## src/rtl/flex_stretch.sv

```systemverilog
// rtl/flex_stretch.sv - pulse stretcher: each fast_enable event becomes a HIGH_CYCLES-wide slow_enable period
// Periods are separated by LOW_CYCLES low cycles; events arriving while busy are queued up to MAX_PENDING.
module flex_stretch #(
  parameter int HIGH_CYCLES = 8,
  parameter int LOW_CYCLES  = 1,
  parameter int MAX_PENDING = 3,
  localparam int PW = $clog2(MAX_PENDING + 1)
) (
  input  logic          clk,
  input  logic          n_rst,
  input  logic          fast_enable,
  input  logic          clear,
  output logic          slow_enable,
  output logic          busy,
  output logic [PW-1:0] pending_count,
  output logic          overflow
);

  typedef enum logic [1:0] {
    IDLE = 2'd0,
    HIGH = 2'd1,
    GAP  = 2'd2
  } state_e;

  localparam logic [7:0]    HI_LOAD = 8'(HIGH_CYCLES - 1);
  localparam logic [7:0]    LO_LOAD = 8'(LOW_CYCLES - 1);
  localparam logic [PW-1:0] PMAX    = PW'(MAX_PENDING);

  state_e        state_q, state_d;
  logic [7:0]    cnt_q, cnt_d;
  logic [PW-1:0] pend_q, pend_d;
  logic          ovf_q, ovf_d;
  logic          slow_q, slow_d;
  logic          busy_q, busy_d;

  logic last_cycle;
  logic gap_end;
  logic dec;
  logic queue_evt;

  always_comb begin
    state_d = state_q;
    cnt_d   = cnt_q;
    pend_d  = pend_q;
    ovf_d   = ovf_q;

    last_cycle = (cnt_q == 8'd0);
    gap_end    = (state_q == GAP) && last_cycle;
    dec        = gap_end && (pend_q != '0);
    // An event in the final gap cycle with nothing queued launches the next period directly.
    queue_evt  = fast_enable && (state_q != IDLE) && !(gap_end && (pend_q == '0));

    case (state_q)
      IDLE: begin
        if (fast_enable) begin
          state_d = HIGH;
          cnt_d   = HI_LOAD;
        end
      end
      HIGH: begin
        if (last_cycle) begin
          state_d = GAP;
          cnt_d   = LO_LOAD;
        end else begin
          cnt_d = cnt_q - 8'd1;
        end
      end
      GAP: begin
        if (last_cycle) begin
          if ((pend_q != '0) || fast_enable) begin
            state_d = HIGH;
            cnt_d   = HI_LOAD;
          end else begin
            state_d = IDLE;
            cnt_d   = 8'd0;
          end
        end else begin
          cnt_d = cnt_q - 8'd1;
        end
      end
      default: begin
        state_d = IDLE;
        cnt_d   = 8'd0;
      end
    endcase

    if (dec && !queue_evt) begin
      pend_d = pend_q - PW'(1);
    end else if (queue_evt && !dec) begin
      if (pend_q == PMAX) begin
        ovf_d = 1'b1;
      end else begin
        pend_d = pend_q + PW'(1);
      end
    end

    if (clear) begin
      state_d = IDLE;
      cnt_d   = 8'd0;
      pend_d  = '0;
      ovf_d   = 1'b0;
    end

    slow_d = (state_d == HIGH);
    busy_d = (state_d != IDLE);
  end

  always_ff @(posedge clk or negedge n_rst) begin
    if (!n_rst) begin
      state_q <= IDLE;
      cnt_q   <= 8'd0;
      pend_q  <= '0;
      ovf_q   <= 1'b0;
      slow_q  <= 1'b0;
      busy_q  <= 1'b0;
    end else begin
      state_q <= state_d;
      cnt_q   <= cnt_d;
      pend_q  <= pend_d;
      ovf_q   <= ovf_d;
      slow_q  <= slow_d;
      busy_q  <= busy_d;
    end
  end

  assign slow_enable   = slow_q;
  assign busy          = busy_q;
  assign pending_count = pend_q;
  assign overflow      = ovf_q;

endmodule

```

## config.mk

```make
export PLATFORM = sky130hd
export DESIGN_NAME = flex_stretch
export DESIGN_NICKNAME = d
export VERILOG_FILES = /design/src/rtl/flex_stretch.sv
export SDC_FILE = /design/constraint.sdc
export NUM_CORES = 1
export LEC_CHECK = 0
export ABC_AREA = 0
export CAP_MARGIN = 20
export CORE_MARGIN = 2
export CORE_UTILIZATION = 55
export CTS_BUF_LIST = sky130_fd_sc_hd__clkbuf_2 sky130_fd_sc_hd__clkbuf_4 sky130_fd_sc_hd__clkbuf_8
export DETAILED_ROUTE_END_ITERATION = 16
export PLACE_DENSITY = 0.83
export SLEW_MARGIN = 20
export SYNTH_ARGS = -nofsm -noshare
export SYNTH_HDL_FRONTEND = slang
export SYNTH_SLANG_ARGS = --single-unit
```

## constraint.sdc

```tcl
create_clock -name clk -period 2.2 [get_ports clk]
set_input_delay 0.44 -clock clk [delete_from_list [all_inputs] [get_ports clk]]
set_output_delay 0.44 -clock clk [all_outputs]
set_load 0.005 [all_outputs]
```

-- Word-level counts from Yosys, hierarchy flattened
Index checks and enable logic that the tools add are counted.
- word-level logic and storage cells: 58
- bits of input ports: 4
- register bits: 15
- output and inout port bits: 5
- $add $sub $neg: 3
- muxes and demuxes: 20
- reductions and logical operators: 22
- equality and inequality tests: 7
- operator list (operator ; count):
    2-to-1 mux 8 bit ; 4
    one-hot mux 8 bit (3 select lines) ; 1
    2-to-1 mux 2 bit ; 8
    nonzero test 2 bit ; 5
    logical NOT 8 bit ; 1
    subtractor 8 x 1 -> 8 bit (second input constant) ; 1
    logical AND 1 bit ; 7
    != test 3 bit (second input constant) ; 2
    one-hot mux 2 bit (3 select lines) ; 1
    2-to-1 mux 1 bit ; 5
    == test 2 x 1 -> 1 bit (second input constant) ; 2
    == test 2 bit (second input constant) ; 2
    logical NOT 2 bit ; 2
    logical NOT 1 bit ; 3
    2-to-1 mux 3 bit ; 1
    AND reduction 3 bit ; 1
    nonzero test 3 bit ; 1
    adder 2 x 1 -> 2 bit (second input constant) ; 1
    != test 2 bit (second input constant) ; 1
    AND reduction 2 bit ; 1
    subtractor 2 x 1 -> 2 bit (second input constant) ; 1
    logical OR 1 bit ; 1

-- Longest topological paths before layout
Gate-level depths: netlist (run 1).
- depth in word-level cells: 9
- gate-level depth with buffers: 6
- mapped depth without buffers: 6

-- Worst setup path after synthesis (run 1)
No wires, ideal clock.
- kind: flip-flop to flip-flop
- start point: register cnt_q[0]
- end point: register pend_q[1] (netlist: pending_count[1])
- setup time: 0.119 ns
- arrival: 1.592 ns
- required time: 2.081 ns
- path buffers: 0
- clock period less this slack: 1.711 ns
- stages on the path, launching flop included: 7
- setup slack: 0.489 ns
- cell sequence: dfrtp_1 inv_1 ha_1 nor3b_2 nand2_2 o31a_1 o21ba_2
- longest elaborated chain between the ends: 9
- elaborated cells on any way between the ends: 15
- classes of those cells: 1 x eq/ne; 2 x mux; 12 x reduce/logical
- RTL lines (what ; RTL line ; text):
    start: declaration ; 30 ; logic [7:0] cnt_q, cnt_d;
    start signal: assignment ; 118 ; cnt_q <= cnt_d;
    logical NOT 8 bit * ; 47 ; last_cycle = (cnt_q == 8'd0);
    logical AND 1 bit * ; 48 ; gap_end = (state_q == GAP) && last_cycle;
    logical AND 1 bit ; 51 ; queue_evt = fast_enable && (state_q != IDLE) && !(gap_end && (pend_q == '0));
    logical NOT 1 bit ; 51 ;
    logical AND 1 bit ; 51 ;
    logical NOT 1 bit ; 87 ; if (dec && !queue_evt) begin
    logical AND 1 bit ; 87 ;
    != test 3 bit (no line), or another cell as far along ; -- ;
    AND reduction 2 bit (no line) / 2-to-1 mux 2 bit (equally long branches) ; -- ;
    end signal: assignment ; 119 ; pend_q <= pend_d;
    end: declaration ; 31 ; logic [PW-1:0] pend_q, pend_d;
Every way passes the cells marked *; elsewhere a longest branch is shown, timed or not.
A chain may end at the register's enable or synchronous reset.

-- Worst setup path after layout (run 1)
- start point: register cnt_q[2]
- end point: register pend_q[0] (netlist: pending_count[0])
The elaborated chain is that of the path after synthesis.

==> impl_metrics.csv, run 1 <==
group,metric,value,unit
drt,routed-via-count,845,
global_route,first_global_vias,804,
power,powerDensity,1226,nW/um^2
synth,synth_top_area_cell,"dfrtp_1",
floorplanning,dieArea,2053,um^2
drt,wl_per_cell,16.58,um
min_path,worstHoldStart,"overflow$_DFFE_PN0P_",
worst_setup_path,r2r_cells,4,
power,leakagePower,0.0004699,uW
worst_setup_path,cpPeakStageDelay,0.62,ns
synth,synthDistinctLibCells,40,
clocking,cts_buffer_depth,2,
finish,final_cells,130,
global_route,grt_max_degree,19,
worst_setup_path,crit_arrival,2.17,ns
floorplanning,die_h,45.31,um
floorplanning,initial_core_util,0.6019,
timing,hold_slack,0.5208,ns
finish,drive_above_1_share,0.1228,
clocking,numClockSinks,15,
global_route,grt_pass1_wl,3560,um
timing,tightestPinTransition,0.6718,ns
clocking,h-tree-depth,1,
worst_setup_path,crit_chain,"nor4_4, a21boi_2, o311ai_0, o32ai_1",
drt,via_per_inst,6.500,
timing,fin_crit_sh,0.9044,
drt,first_pass_iters,6,
min_path,hold_class,"register to register",
floorplanning,ios,9,
clocking,clkTransAtPathRegs,0.11,ns
min_path,min_path_cells,2,
clocking,postCtsHoldBufs,0,
finish,diodes,0,
place,portBuffers,8,
worst_setup_path,crit_fanout,10,
worst_setup_path,cp.required,2.38,ns
worst_setup_path,crit_slowest_cell,"nor4_4",
clocking,post_cts_resized,0,
timing,clock.fmax,0.5026,GHz
synth,syn_inst,103,
global_route,antenna_found_initial,0,
synth,synth_seq_cells,15,
worst_setup_path,reg2reg_slack,0.21,ns
timing,rsz0062_at_grt,"false",
worst_setup_path,reg2reg_from,"cnt_q[2]$_DFFE_PN0P_",
clocking,cts_tree,"done",
synth,ys_top_cells_by_area,"dfrtp_1 40%, nor3_1 3.7%, o21ai_0 3.7%, a21oi_1 3.2%, nor2_1 2.8%",
timing,setup_viol,0,
status,outcome,"complete, no violations",
timing,tns,0,ns
synth,seq_area_frac_synth,0.4000,
floorplanning,coreArea,1559,um^2
place,hpwl,1507,um
clocking,root_buffer,"clkbuf_4",
place,globalplace.congestion,0.8703,
global_route,grt_use_total,0.2469,
timing,skew,0.01906,ns
power,p_total,1327,uW
timing,hold_violations,0,
drt,drcViolationCount,0,
floorplanning,rows,14,
finish,mostFrequentLayoutCells,"15 x dfrtp_1, 8 x clkdlybuf4s50_1, 7 x nor2_1, 7 x o21ai_0, 7 x nor3_1",
clocking,numCtsBuffers,3,
worst_setup_path,worst_setup_path_start_kind,"register",
synth,synthesis.area,938.4,um^2
finish,area_delta_synth_final,15.33,%
synth,synth_area_per_cell,9.111,um^2
timing,maxSlewViolCount,0,
clocking,clk_latency,0.31,ns
min_path,holdPathEnd,"overflow$_DFFE_PN0P_",
clocking,post_cts_buffers,0,
drt,drt_wl_total,2155,um
drt,detail-route-antenna-nets,0,
place,placed_cells,126,
worst_setup_path,end_kind,"register",
run,maxCapViolCount,0,
synth,yosysWarnings,0,
power,ir_drop,0.7404,mV
synth,synth_fp_nets,109,
global_route,overflow,0,
finish,nets,121,
worst_setup_path,timing.rr.end,"pending_count[0]$_DFFE_PN0P_",
floorplanning,die_w,45.31,um
synth,synth_top_area_frac,0.4000,
timing,slew_headroom,0.5507,
drt,drtIter0Drc,38,
finish,layout_commonest_cell,"dfrtp_1",
worst_setup_path,critPathKind,"register to register",
timing,period_minus_slack,1.990,ns
-- per-layer routing --
metal,vias to the layer above,track usage,share of wire
met5,-,0,0
met4,0,0.09412,0.019
met3,8,0.08800,0.085
met2,42,0.3914,0.47
met1,393,0.3065,0.43
li1,402,-,-
-- cell usage after synthesis --
master / number
dfrtp_1: 15
nor2_1: 7
nor3_1: 7
o21ai_0: 7
a21oi_1: 6
inv_1: 6
clkbuf_1: 5
nand2_1: 5
a211o_1: 3
o211ai_1: 3
xor2_1: 3
a21o_1: 2
ha_1: 2
nand3_1: 2
nand4_1: 2
nor4_1: 2
o31ai_1: 2
xnor2_1: 2
a21boi_0: 1
a21boi_2: 1
a32o_1: 1
and2_1: 1
and3_1: 1
buf_2: 1
mux2i_1: 1
nand2_2: 1
nand2b_1: 1
nor3b_1: 1
nor3b_2: 1
nor4_4: 1
o2111ai_1: 1
o211a_1: 1
o21ba_2: 1
o22ai_1: 1
o311ai_0: 1
o311ai_1: 1
o31a_1: 1
o32ai_1: 1
or3_1: 1
or4_1: 1
-- state kept, by name, summed over array words and instances, names as in the netlist --
name           count
slow_enable        1
cnt_q              8
overflow           1
busy               1
pending_count      2
state_q            2
-- worst max-delay path: cells and delay by family (launching register included) --
family	cells	cell delay [ns]
AO/OA/AOI/OAI	3	0.79
flip-flops	1	0.45
AND/OR/NAND/NOR	1	0.62
-- cell type report --
cell class	count	area (um^2)
clock buffers	3	22.52
clock inverters	1	7.507
fillers	122	476.7
inverters	6	22.52
multi-input cells	76	516.7
flip-flops and latches	15	375.4
well taps	16	20.02
repair buffers	13	117.6
-- cells by family after synthesis --
kind of cell | after synthesis | share of synthesized area
buf+inv | 12 | 0.04933
mux | 1 | 0.01067
fa+ha+maj | 2 | 0.02666
xor+xnor | 5 | 0.04668
compound gates | 34 | 0.2587
simple gates | 34 | 0.2080
flops | 15 | 0.4000
-- metrics by stage --
stage / utilization / worst slack (ns) / area (um^2)
6_report: 0.6942 / 0.2104 / 1082
5_1_grt: 0.6942 / 0.03433 / 1082
4_1_cts: 0.6942 / 0.2737 / 1082
3_5_place_dp: 0.6750 / 0.1924 / 1052
3_3_place_gp: 0.6750 / 0.2441 / 1052
2_1_floorplan: - / 0.4888 / 938.4
-- power by group --
group / switching [uW] / internal (uW) / leakage, uW
Clock: 105 / 69.4 / 0.0000139
Combinational: 376 / 299 / 0.000257
Sequential: 126 / 352 / 0.000199
Total: 607 / 720 / 0.000470
-- worst max-delay path by stage --
stage,from,to,depth (start not counted)
after floorplan,cnt_q[0]$_DFFE_PN0P_,pending_count[1]$_DFFE_PN0P_,6
after global placement,fast_enable,cnt_q[6]$_DFFE_PN0P_,5
after detailed placement,fast_enable,cnt_q[5]$_DFFE_PN0P_,5
after CTS,cnt_q[2]$_DFFE_PN0P_,pending_count[0]$_DFFE_PN0P_,4
after global routing,cnt_q[2]$_DFFE_PN0P_,pending_count[0]$_DFFE_PN0P_,4
final,cnt_q[2]$_DFFE_PN0P_,pending_count[0]$_DFFE_PN0P_,4
(Power assumes the default switching activity.)
==> run 2, diff against run 1 <==
Settings changed: MAX_ROUTING_LAYER from default to met4, REMOVE_ABC_BUFFERS from default to 1.
==> run 2 against run 1 <==
Against the previous run:
- worst hold slack improved by 0.012 ns
- critical path depth did not move
- utilization did not move
- register-to-register slack improved by 0.12 ns
- non-clock buffer count did not move
- wire length fell by 3.4%
==> impl_metrics.csv, run 2 (synthesized netlist as in run 1, its figures left out) <==
group,metric,value,unit
status,outcome,"complete, no violations",
timing,tns,0,ns
clocking,postCtsHoldBufs,0,
place,hpwl,1437,um
finish,layout_commonest_cell,"dfrtp_1",
floorplanning,rows,14,
power,power.internal,732.1,uW
power,combPwrFrac,0.504,
timing,rsz0062_at_grt,"false",
finish,ff_latch_area,375.4,um^2
min_path,hold_class,"register to register",
global_route,grt_use_total,0.2513,
worst_setup_path,cpPeakStageDelay,0.59,ns
floorplanning,initial_core_util,0.6019,
timing,skew,0.01350,ns
power,p_clk_frac,0.130,
finish,largest_register_ffs,8,
drt,drtIter0Drc,42,
worst_setup_path,crit_fanout,10,
worst_setup_path,crit_arrival,2.02,ns
finish,area_delta_synth_final,15.33,%
clocking,cts_tree,"done",
finish,multi_input_area,516.7,um^2
finish,diodes,0,
floorplanning,die_h,45.31,um
floorplanning,coreArea,1559,um^2
worst_setup_path,end_kind,"register",
clocking,post_cts_resized,0,
floorplanning,dieArea,2053,um^2
clocking,cts_buffer_depth,2,
timing,hold_violations,0,
timing,clock.fmax,0.5338,GHz
power,ir_drop,0.5658,mV
global_route,antenna_found_initial,0,
finish,drive_above_1_share,0.1228,
worst_setup_path,worst_setup_path_start_kind,"register",
timing,period_minus_slack,1.873,ns
timing,timing.final.ws_setup,0.3266,ns
clocking,clkTransAtPathRegs,0.10,ns
timing,fin_crit_sh,0.8515,
clocking,numClockSinks,15,
finish,mostFrequentLayoutCells,"15 x dfrtp_1, 8 x clkdlybuf4s50_1, 7 x nor2_1, 7 x o21ai_0, 7 x nor3_1",
clocking,post_cts_buffers,0,
timing,slew_headroom,0.5576,
floorplanning,die_w,45.31,um
power,leakagePower,0.0004743,uW
place,globalplace.congestion,0.8699,
power,seq_power_share,0.366,
drt,via_per_inst,6.569,
drt,drt_wl_total,2081,um
clocking,root_buffer,"clkbuf_4",
global_route,grt_max_degree,19,
finish,fill_cells,126,
worst_setup_path,critPathTopFamily,"compound AO/OA/AOI/OAI gates",
power,switching_power,580.2,uW
global_route,first_global_vias,789,
power,sw_frac_of_total,0.4421,
timing,tightestPinTransition,0.6615,ns
drt,wl_per_cell,16.01,um
timing,maxSlewViolCount,0,
run,maxCapViolCount,0,
floorplanning,ios,9,
drt,first_pass_iters,4,
place,portBuffers,8,
clocking,numCtsBuffers,3,
worst_setup_path,crit_chain,"nor4_4, a21boi_2, o311ai_0, o32ai_1",
global_route,grt_pass1_wl,3553,um
drt,drcViolationCount,0,
timing,hold_slack,0.5327,ns
place,pre_cts_ws,0.2344,ns
finish,nets,121,
clocking,h-tree-depth,1,
clocking,clk_latency,0.28,ns
worst_setup_path,crit_buf_inv,0,
worst_setup_path,cp.required,2.34,ns
drt,routed-via-count,854,
global_route,overflow,0,
worst_setup_path,crit_slowest_cell,"nor4_4",
timing,setup_viol,0,
finish,max_flop_register,"cnt_q",
power,powerDensity,1213,nW/um^2
drt,detail-route-antenna-nets,0,
worst_setup_path,critPathKind,"register to register",
run 2: layout make-up:
cell class | instances | share of cell area
well taps | 16 | 0.01850
multi-input cells | 76 | 0.4775
inverters | 6 | 0.02081
repair buffers | 13 | 0.1087
clock buffers | 4 | 0.02775
flip-flops and latches | 15 | 0.3468
run 2: stage by stage:
stage	power, uW	instances	area (um^2)	utilization
2_1_floorplan	938.2	97	914.6	-
6_report	1312	130	1082	0.6942
4_1_cts	1308	130	1082	0.6942
3_3_place_gp	1118	126	1052	0.6750
5_1_grt	1415	130	1082	0.6942
3_5_place_dp	1131	126	1052	0.6750
run 2: worst paths after layout:
path,from,endpoint,slack (ns),cells after the start
max,cnt_q[2]$_DFFE_PN0P_,pending_count[0]$_DFFE_PN0P_,0.33,4
min,cnt_q[7]$_DFFE_PN0P_,cnt_q[7]$_DFFE_PN0P_,0.53,1
max reg2reg,cnt_q[2]$_DFFE_PN0P_,pending_count[0]$_DFFE_PN0P_,0.33,4
min reg2reg,cnt_q[7]$_DFFE_PN0P_,cnt_q[7]$_DFFE_PN0P_,0.53,1
max in group asynchronous,n_rst,cnt_q[2]$_DFFE_PN0P_,1.21,1
min in group asynchronous,n_rst,cnt_q[1]$_DFFE_PN0P_,0.55,1
run 2: power by group through the flow:
| stage | sequential (uW) | combinational [uW] | clock [uW] |
|---|---|---|---|
| 2_1_floorplan | 454 | 484 | 0 |
| 3_3_place_gp | 478 | 640 | 0 |
| 3_5_place_dp | 483 | 648 | 0 |
| 4_1_cts | 479 | 655 | 173 |
| 5_1_grt | 494 | 730 | 192 |
| 6_report | 481 | 661 | 170 |
run 2: metal layers:
metal,global-route usage,routed length (um)
met5,-,0
met1,0.3333,925
met2,0.3714,979
met3,0.05200,148
met4,0.1059,27
